**src/rtl/mem_arbiter.sv**
```systemverilog
// mem_arbiter: shares one synchronous single-port memory between a CPU port and a host port.
// Build option MEM_ARB_RR_EN selects round-robin arbitration; otherwise the CPU wins every tie.
module mem_arbiter #(
    parameter int unsigned AW       = 10,
    parameter int unsigned DW       = 16,
    parameter int unsigned LOCK_MAX = 255
) (
    input  logic          clk,
    input  logic          rst_n,
    input  logic          cpu_req,
    input  logic          cpu_we,
    input  logic [AW-1:0] cpu_addr,
    input  logic [DW-1:0] cpu_wdata,
    output logic          cpu_gnt,
    output logic          cpu_rvalid,
    output logic [DW-1:0] cpu_rdata,
    output logic          cpu_hold,
    input  logic          host_req,
    input  logic          host_we,
    input  logic [AW-1:0] host_addr,
    input  logic [DW-1:0] host_wdata,
    input  logic          host_lock,
    output logic          host_gnt,
    output logic          host_rvalid,
    output logic [DW-1:0] host_rdata,
    output logic          lock_expired,
    output logic [AW-1:0] mem_addr,
    output logic          mem_wr,
    output logic [DW-1:0] mem_wdata,
    input  logic [DW-1:0] mem_rdata
);

    localparam int unsigned   CW         = (LOCK_MAX > 1) ? $clog2(LOCK_MAX + 1) : 1;
    localparam logic [CW-1:0] LOCK_LIMIT = CW'(LOCK_MAX);
    localparam bit            LOCK_EN    = (LOCK_MAX != 0);

    typedef enum logic [1:0] {
        IDLE   = 2'd0,
        ACCESS = 2'd1,
        RESP   = 2'd2
    } state_t;

    state_t        state_q, state_d;
    logic          owner_host_q, owner_host_d;
    logic          we_q, we_d;
    logic [AW-1:0] mem_addr_d;
    logic [DW-1:0] mem_wdata_d;
    logic          mem_wr_d;
    logic          cpu_gnt_d, host_gnt_d;
    logic          cpu_rvalid_d, host_rvalid_d;
    logic          arb_open, grant;
    logic          lock_honoured, cpu_elig, host_wins;
    logic [CW-1:0] lock_cnt_q, lock_cnt_d;
    logic          lock_expired_d;
    logic [DW-1:0] cpu_rdata_q, host_rdata_q;
`ifdef MEM_ARB_RR_EN
    logic          rr_host_q;
`endif

    // Arbitration: an honoured lock removes the CPU from the contest entirely.
    always_comb begin
        lock_honoured = host_lock & ~lock_expired;
        cpu_elig      = cpu_req & ~lock_honoured;
`ifdef MEM_ARB_RR_EN
        host_wins     = host_req & (~cpu_elig | rr_host_q);
`else
        host_wins     = host_req & ~cpu_elig;
`endif
    end

    assign cpu_hold   = (cpu_req & ~cpu_gnt) | lock_honoured;

    // Read data is forwarded straight from the macro during the response cycle, then held.
    assign cpu_rdata  = cpu_rvalid  ? mem_rdata : cpu_rdata_q;
    assign host_rdata = host_rvalid ? mem_rdata : host_rdata_q;

    // Next state plus next values of the registered strobes and latched access fields.
    always_comb begin
        state_d       = state_q;
        owner_host_d  = owner_host_q;
        we_d          = we_q;
        mem_addr_d    = mem_addr;
        mem_wdata_d   = mem_wdata;
        mem_wr_d      = 1'b0;
        cpu_gnt_d     = 1'b0;
        host_gnt_d    = 1'b0;
        cpu_rvalid_d  = 1'b0;
        host_rvalid_d = 1'b0;
        arb_open      = 1'b0;
        grant         = 1'b0;

        case (state_q)
            IDLE:    arb_open = 1'b1;
            ACCESS: begin
                state_d       = RESP;
                cpu_rvalid_d  = ~owner_host_q & ~we_q;
                host_rvalid_d = owner_host_q & ~we_q;
            end
            RESP:    arb_open = 1'b1;
            default: state_d = IDLE;
        endcase

        if (arb_open) begin
            grant   = cpu_elig | host_req;
            state_d = grant ? ACCESS : IDLE;
        end

        if (grant) begin
            owner_host_d = host_wins;
            we_d         = host_wins ? host_we    : cpu_we;
            mem_addr_d   = host_wins ? host_addr  : cpu_addr;
            mem_wdata_d  = host_wins ? host_wdata : cpu_wdata;
            mem_wr_d     = we_d;
            cpu_gnt_d    = ~host_wins;
            host_gnt_d   = host_wins;
        end
    end

    // Lock watchdog: counts cycles the CPU is kept waiting by host_lock.
    always_comb begin
        lock_cnt_d     = lock_cnt_q;
        lock_expired_d = lock_expired;
        if (!host_lock) begin
            lock_cnt_d     = '0;
            lock_expired_d = 1'b0;
        end else if (LOCK_EN && cpu_req && (lock_cnt_q != LOCK_LIMIT)) begin
            lock_cnt_d = lock_cnt_q + CW'(1);
            if (lock_cnt_d == LOCK_LIMIT) begin
                lock_expired_d = 1'b1;
            end
        end
    end

    always_ff @(posedge clk) begin
        if (!rst_n) begin
            state_q      <= IDLE;
            owner_host_q <= 1'b0;
            we_q         <= 1'b0;
            mem_addr     <= '0;
            mem_wdata    <= '0;
            mem_wr       <= 1'b0;
            cpu_gnt      <= 1'b0;
            host_gnt     <= 1'b0;
            cpu_rvalid   <= 1'b0;
            host_rvalid  <= 1'b0;
            cpu_rdata_q  <= '0;
            host_rdata_q <= '0;
            lock_cnt_q   <= '0;
            lock_expired <= 1'b0;
        end else begin
            state_q      <= state_d;
            owner_host_q <= owner_host_d;
            we_q         <= we_d;
            mem_addr     <= mem_addr_d;
            mem_wdata    <= mem_wdata_d;
            mem_wr       <= mem_wr_d;
            cpu_gnt      <= cpu_gnt_d;
            host_gnt     <= host_gnt_d;
            cpu_rvalid   <= cpu_rvalid_d;
            host_rvalid  <= host_rvalid_d;
            lock_cnt_q   <= lock_cnt_d;
            lock_expired <= lock_expired_d;
            if (cpu_rvalid) begin
                cpu_rdata_q <= mem_rdata;
            end
            if (host_rvalid) begin
                host_rdata_q <= mem_rdata;
            end
        end
    end

`ifdef MEM_ARB_RR_EN
    // Round-robin pointer: after any grant, the other port is favoured next.
    always_ff @(posedge clk) begin
        if (!rst_n) begin
            rr_host_q <= 1'b0;
        end else if (grant) begin
            rr_host_q <= ~host_wins;
        end
    end
`endif

endmodule

```
**config.mk**
```make
export PLATFORM = sky130hd
export DESIGN_NAME = mem_arbiter
export DESIGN_NICKNAME = d
export VERILOG_FILES = /design/src/rtl/mem_arbiter.sv
export SDC_FILE = /design/constraint.sdc
export NUM_CORES = 1
export LEC_CHECK = 0
export BUFFER_PORTS_ARGS = -buffer_cell sky130_fd_sc_hd__buf_2
export CORE_MARGIN = 3
export CORE_UTILIZATION = 48
export DETAILED_ROUTE_END_ITERATION = 8
export PLACE_DENSITY = 0.83
export SETUP_SLACK_MARGIN = 0.5
export SLEW_MARGIN = 5
export SYNTH_ARGS = -nofsm -noshare
export SYNTH_HDL_FRONTEND = slang
export SYNTH_SLANG_ARGS = --single-unit
```
**constraint.sdc**
```tcl
create_clock -name clk -period 2.2 [get_ports clk]
set_input_delay 0.22 -clock clk [delete_from_list [all_inputs] [get_ports clk]]
set_output_delay 0.22 -clock clk [all_outputs]
set_load 0.05 [all_outputs]
```
==> summary.txt <==
Worst hold path
  • Instance count along the most critical hold path: 3
  • Type of the tightest min-delay check: in -> reg

Floorplan
  • Standard-cell rows: 30
  • Total Die Area: 8290 um^2
  • Num ports: 140
  • Chip height: 91.1 um
  • Std-Cell Core Area: 6910 um^2
  • Initial standard-cell utilization of the core: 50.3%
  • Horizontal die dimension: 91.1 um

Synth
  • Share of the yosys chip area belonging to registers: 43.8%
  • Top flip-flop cell by instance count after synthesis: sky130_fd_sc_hd__dfxtp_1
  • Total standard cell area after synthesis: 3470 um^2
  • Number of library cell types mapped by synthesis: 38
  • Async SR Flop Fraction: 0%
  • Synth Register Bits: 76
  • Total number of yosys warnings: 0
  • Cell count after synthesis: 316
  • Count of flip-flops with a built-in enable after synthesis: 0
  • Synthesized area per cell: 11.0 um^2
  • Total nets after synthesis: 393

Placed design
  • Half-perimeter wire length after detailed placement: 5870 um
  • RePlAce Congestion: 0.819
  • Number of buffer cells added on primary ports: 139

Clock network
  • Worst-path clk slew: 0.08 ns
  • CTS Buffer Depth: 2
  • Number of CTS-inserted buffers: 9
  • CTS tree: built
  • Root buffer cell: sky130_fd_sc_hd__clkbuf_8
  • Total number of clock tree sinks: 76
  • Insertion delay of the later-clocked pin in the worst-skew pair: 0.34 ns
  • Number of levels the H-tree was split into: 3

Global routing
  • First-pass GRT wire length: 13,700 um
  • Antenna violations before repair: 0
  • Maximum number of pins on one net before global-route repair: 59
  • Global-route usage over all layers: 20.0%
  • Vias in the first global route: 2,895
  • Total congestion overflow after global routing: 0

Power and ir drop
  • Clock power frac: 36.8%
  • LEAKAGE: 2.31 nW
  • Combinational power share: 21.4%
  • Peak supply drop: 0.495 mV
  • Power per Cell Area: 750 nW/um^2
  • Design Power: 3.53 mW
  • Power spent charging and discharging nets: 1.03 mW
  • Net switching fraction of the power: 29.2%
  • Fraction of power consumed by sequential logic: 41.8%
  • Internal power: 2.50 mW

Route
  • Average via count per standard cell: 5.31
  • Number of violations reported at the end of detailed-routing iteration 0: 101
  • Drt first pass iters: 4
  • Number of routed nets with antenna violations: 0
  • Drt wl/cell: 15.0 um
  • Number of design rule violations left after detail routing: 0
  • Routed vias: 2,958
  • Overall routed net length: 8350 um

Critical path
  • Worst-path cell chain: ha_1 > nand3_1 > o21ai_2 > or4_1 > a21oi_1
  • Top Family by Delay on Critical Path: simple AND/OR/NAND/NOR gates
  • Category of the worst setup path capture point: register
  • Logic depth of the worst register-to-register path: 5
  • CP max FO: 7
  • Arrival time of the worst setup path: 1.93 ns
  • Required time at the worst-slack endpoint: 2.47 ns
  • Worst stage delay on the critical path: 0.52 ns
  • Count of buffering cells on the critical path with inverters included: 0
  • Critical Path Start Type: register
  • Depth of the critical timing path with buffers and inverters included: 5
  • CP max stage cell: sky130_fd_sc_hd__or4_1
  • Setup Crit Path Kind: reg -> reg

Job
  • Number of max-cap violations: 0

Status
  • Status: finished, final reports clean

Finish
  • Final core occ: 68.1%
  • Fillers: 575
  • Layout overhead on the synthesized area: 35.4%
  • Antenna diode count: 0
  • Most frequent standard cell in the layout excluding fill and tap cells: sky130_fd_sc_hd__buf_2
  • Fraction of layout instances using a drive strength above 1: 52.1%
  • Total Nets Final: 533
  • Most frequent cells in the layout: 137 x sky130_fd_sc_hd__buf_2, 72 x sky130_fd_sc_hd__dfxtp_1, 38 x sky130_fd_sc_hd__mux2_4

Timing
  • Sum Neg Setup Slack: 0 ns
  • Final setup viols: 0
  • Count of pins over their slew limit: 0
  • Final hold violations: 0
  • Final setup skew: 0.0123 ns
  • Unrepaired setup endpoints after global routing: true
  • Final Critical Period: 1.67 ns
  • Highest attainable clock frequency: 0.600 GHz
  • Tightest slew margin relative to the limit: 63.2%
  • Transition at the pin with the smallest max-transition slack: 0.551 ns
  • Final period utilization: 75.8%
[cell usage after synthesis, types with 3 or more instances]
cell type,n,area [um^2]
sky130_fd_sc_hd__buf_6,3,33.8
sky130_fd_sc_hd__nand3_1,5,25.0
sky130_fd_sc_hd__dfxtp_1,76,1520
sky130_fd_sc_hd__inv_1,4,15.0
sky130_fd_sc_hd__and2_1,33,206
sky130_fd_sc_hd__mux2_2,40,450
sky130_fd_sc_hd__nor2b_1,3,18.8
sky130_fd_sc_hd__buf_2,4,20.0
sky130_fd_sc_hd__a21oi_1,6,30.0
sky130_fd_sc_hd__mux2_4,19,285
sky130_fd_sc_hd__and3_1,4,25.0
sky130_fd_sc_hd__nand2_1,6,22.5
sky130_fd_sc_hd__clkbuf_1,18,67.6
sky130_fd_sc_hd__o21bai_1,27,203
sky130_fd_sc_hd__o311a_1,27,270
sky130_fd_sc_hd__nor3_1,3,15.0
sky130_fd_sc_hd__nor2_1,7,26.3
[power by group through the flow]
stage / sequential (mW) / clock [mW] / combinational, mW
after global routing: 1.48 / 1.39 / 0.803
after detailed placement: 1.51 / 0 / 0.726
after CTS: 1.47 / 1.31 / 0.744
after floorplan: 1.68 / 0 / 0.372
final: 1.47 / 1.30 / 0.755
after global placement: 1.51 / 0 / 0.709
[worst min-delay path, delay by kind of cell]
family	cells	cell delay [ns]
compound gates	1	0.06
buf+inv	1	0.12
simple gates	1	0.07
[what timing repair did]
action / in CTS / in global routing
setup endpoints to repair: 32 / 30
pin swaps: 0 / 1
setup buffers: 5 / 6
hold buffers: 0 / 0
resized for setup: 2 / 5
[stage by stage]
stage / std cells / setup slack, ns / instance area [um^2] / hold slack [ns]
after global placement: 530 / 0.590 / 4310 / 0.429
after CTS: 551 / 0.503 / 4640 / 0.161
after floorplan: 316 / 0.493 / 3570 / 0.355
after global routing: 557 / 0.476 / 4700 / 0.208
final: 557 / 0.533 / 4700 / 0.173
after detailed placement: 530 / 0.522 / 4310 / 0.437
[registers in the layout, indices dropped and copies added (netlist names)]
name / flops
mem_addr: 10
cpu_gnt: 1
cpu_rdata_q: 16
owner_host_q: 1
host_rdata_q: 16
we_q: 1
cpu_rvalid: 1
host_gnt: 1
lock_cnt_q: 8
mem_wr: 1
state_q: 2
host_rvalid: 1
mem_wdata: 16
lock_expired: 1
[final cells by class]
type	count	area [um^2]	share of cell area [%]
repair buffers	155	883	18.8
inverters	4	15.0	0.319
well taps	96	120	2.55
multi-input cells	210	1900	40.5
flip-flops and latches	76	1530	32.6
clock inverters	7	121	2.58
clock buffers	9	124	2.63
[kinds of logic (layout without fill, tap and decap cells)]
group                    count (synthesis)  after routing  synth area share, %
multiplexers                            59             59                 21.2
flip-flops                              76             76                 43.8
buffers and inverters                   30            175                 4.04
AO/OA/AOI/OAI                           73             73                 17.3
XOR/XNOR                                 4              4                 1.01
adder cells (fa/ha/maj)                  2              2                0.721
AND/OR/NAND/NOR                         72             72                 12.0
[final timing paths]
path                                     from       endpoint  slack [ns]
worst max-delay path            lock_cnt_q[1]  lock_cnt_q[5]        0.53
worst min-delay path                host_lock   lock_expired        0.17
worst max register to register  lock_cnt_q[1]  lock_cnt_q[5]        0.53
worst min register to register   owner_host_q     cpu_rvalid        0.46
[layer usage]
| metal | vias to the layer above | wire length [um] | GRT usage, % |
|---|---|---|---|
| li1 | 1443 | - | - |
| met1 | 1376 | 3560 | 24.3 |
| met2 | 128 | 3940 | 33.6 |
| met3 | 11 | 726 | 5.80 |
| met4 | 0 | 119 | 6.91 |
| met5 | - | 0 | 0 |
Note: power is estimated with default switching activity, not from simulation.
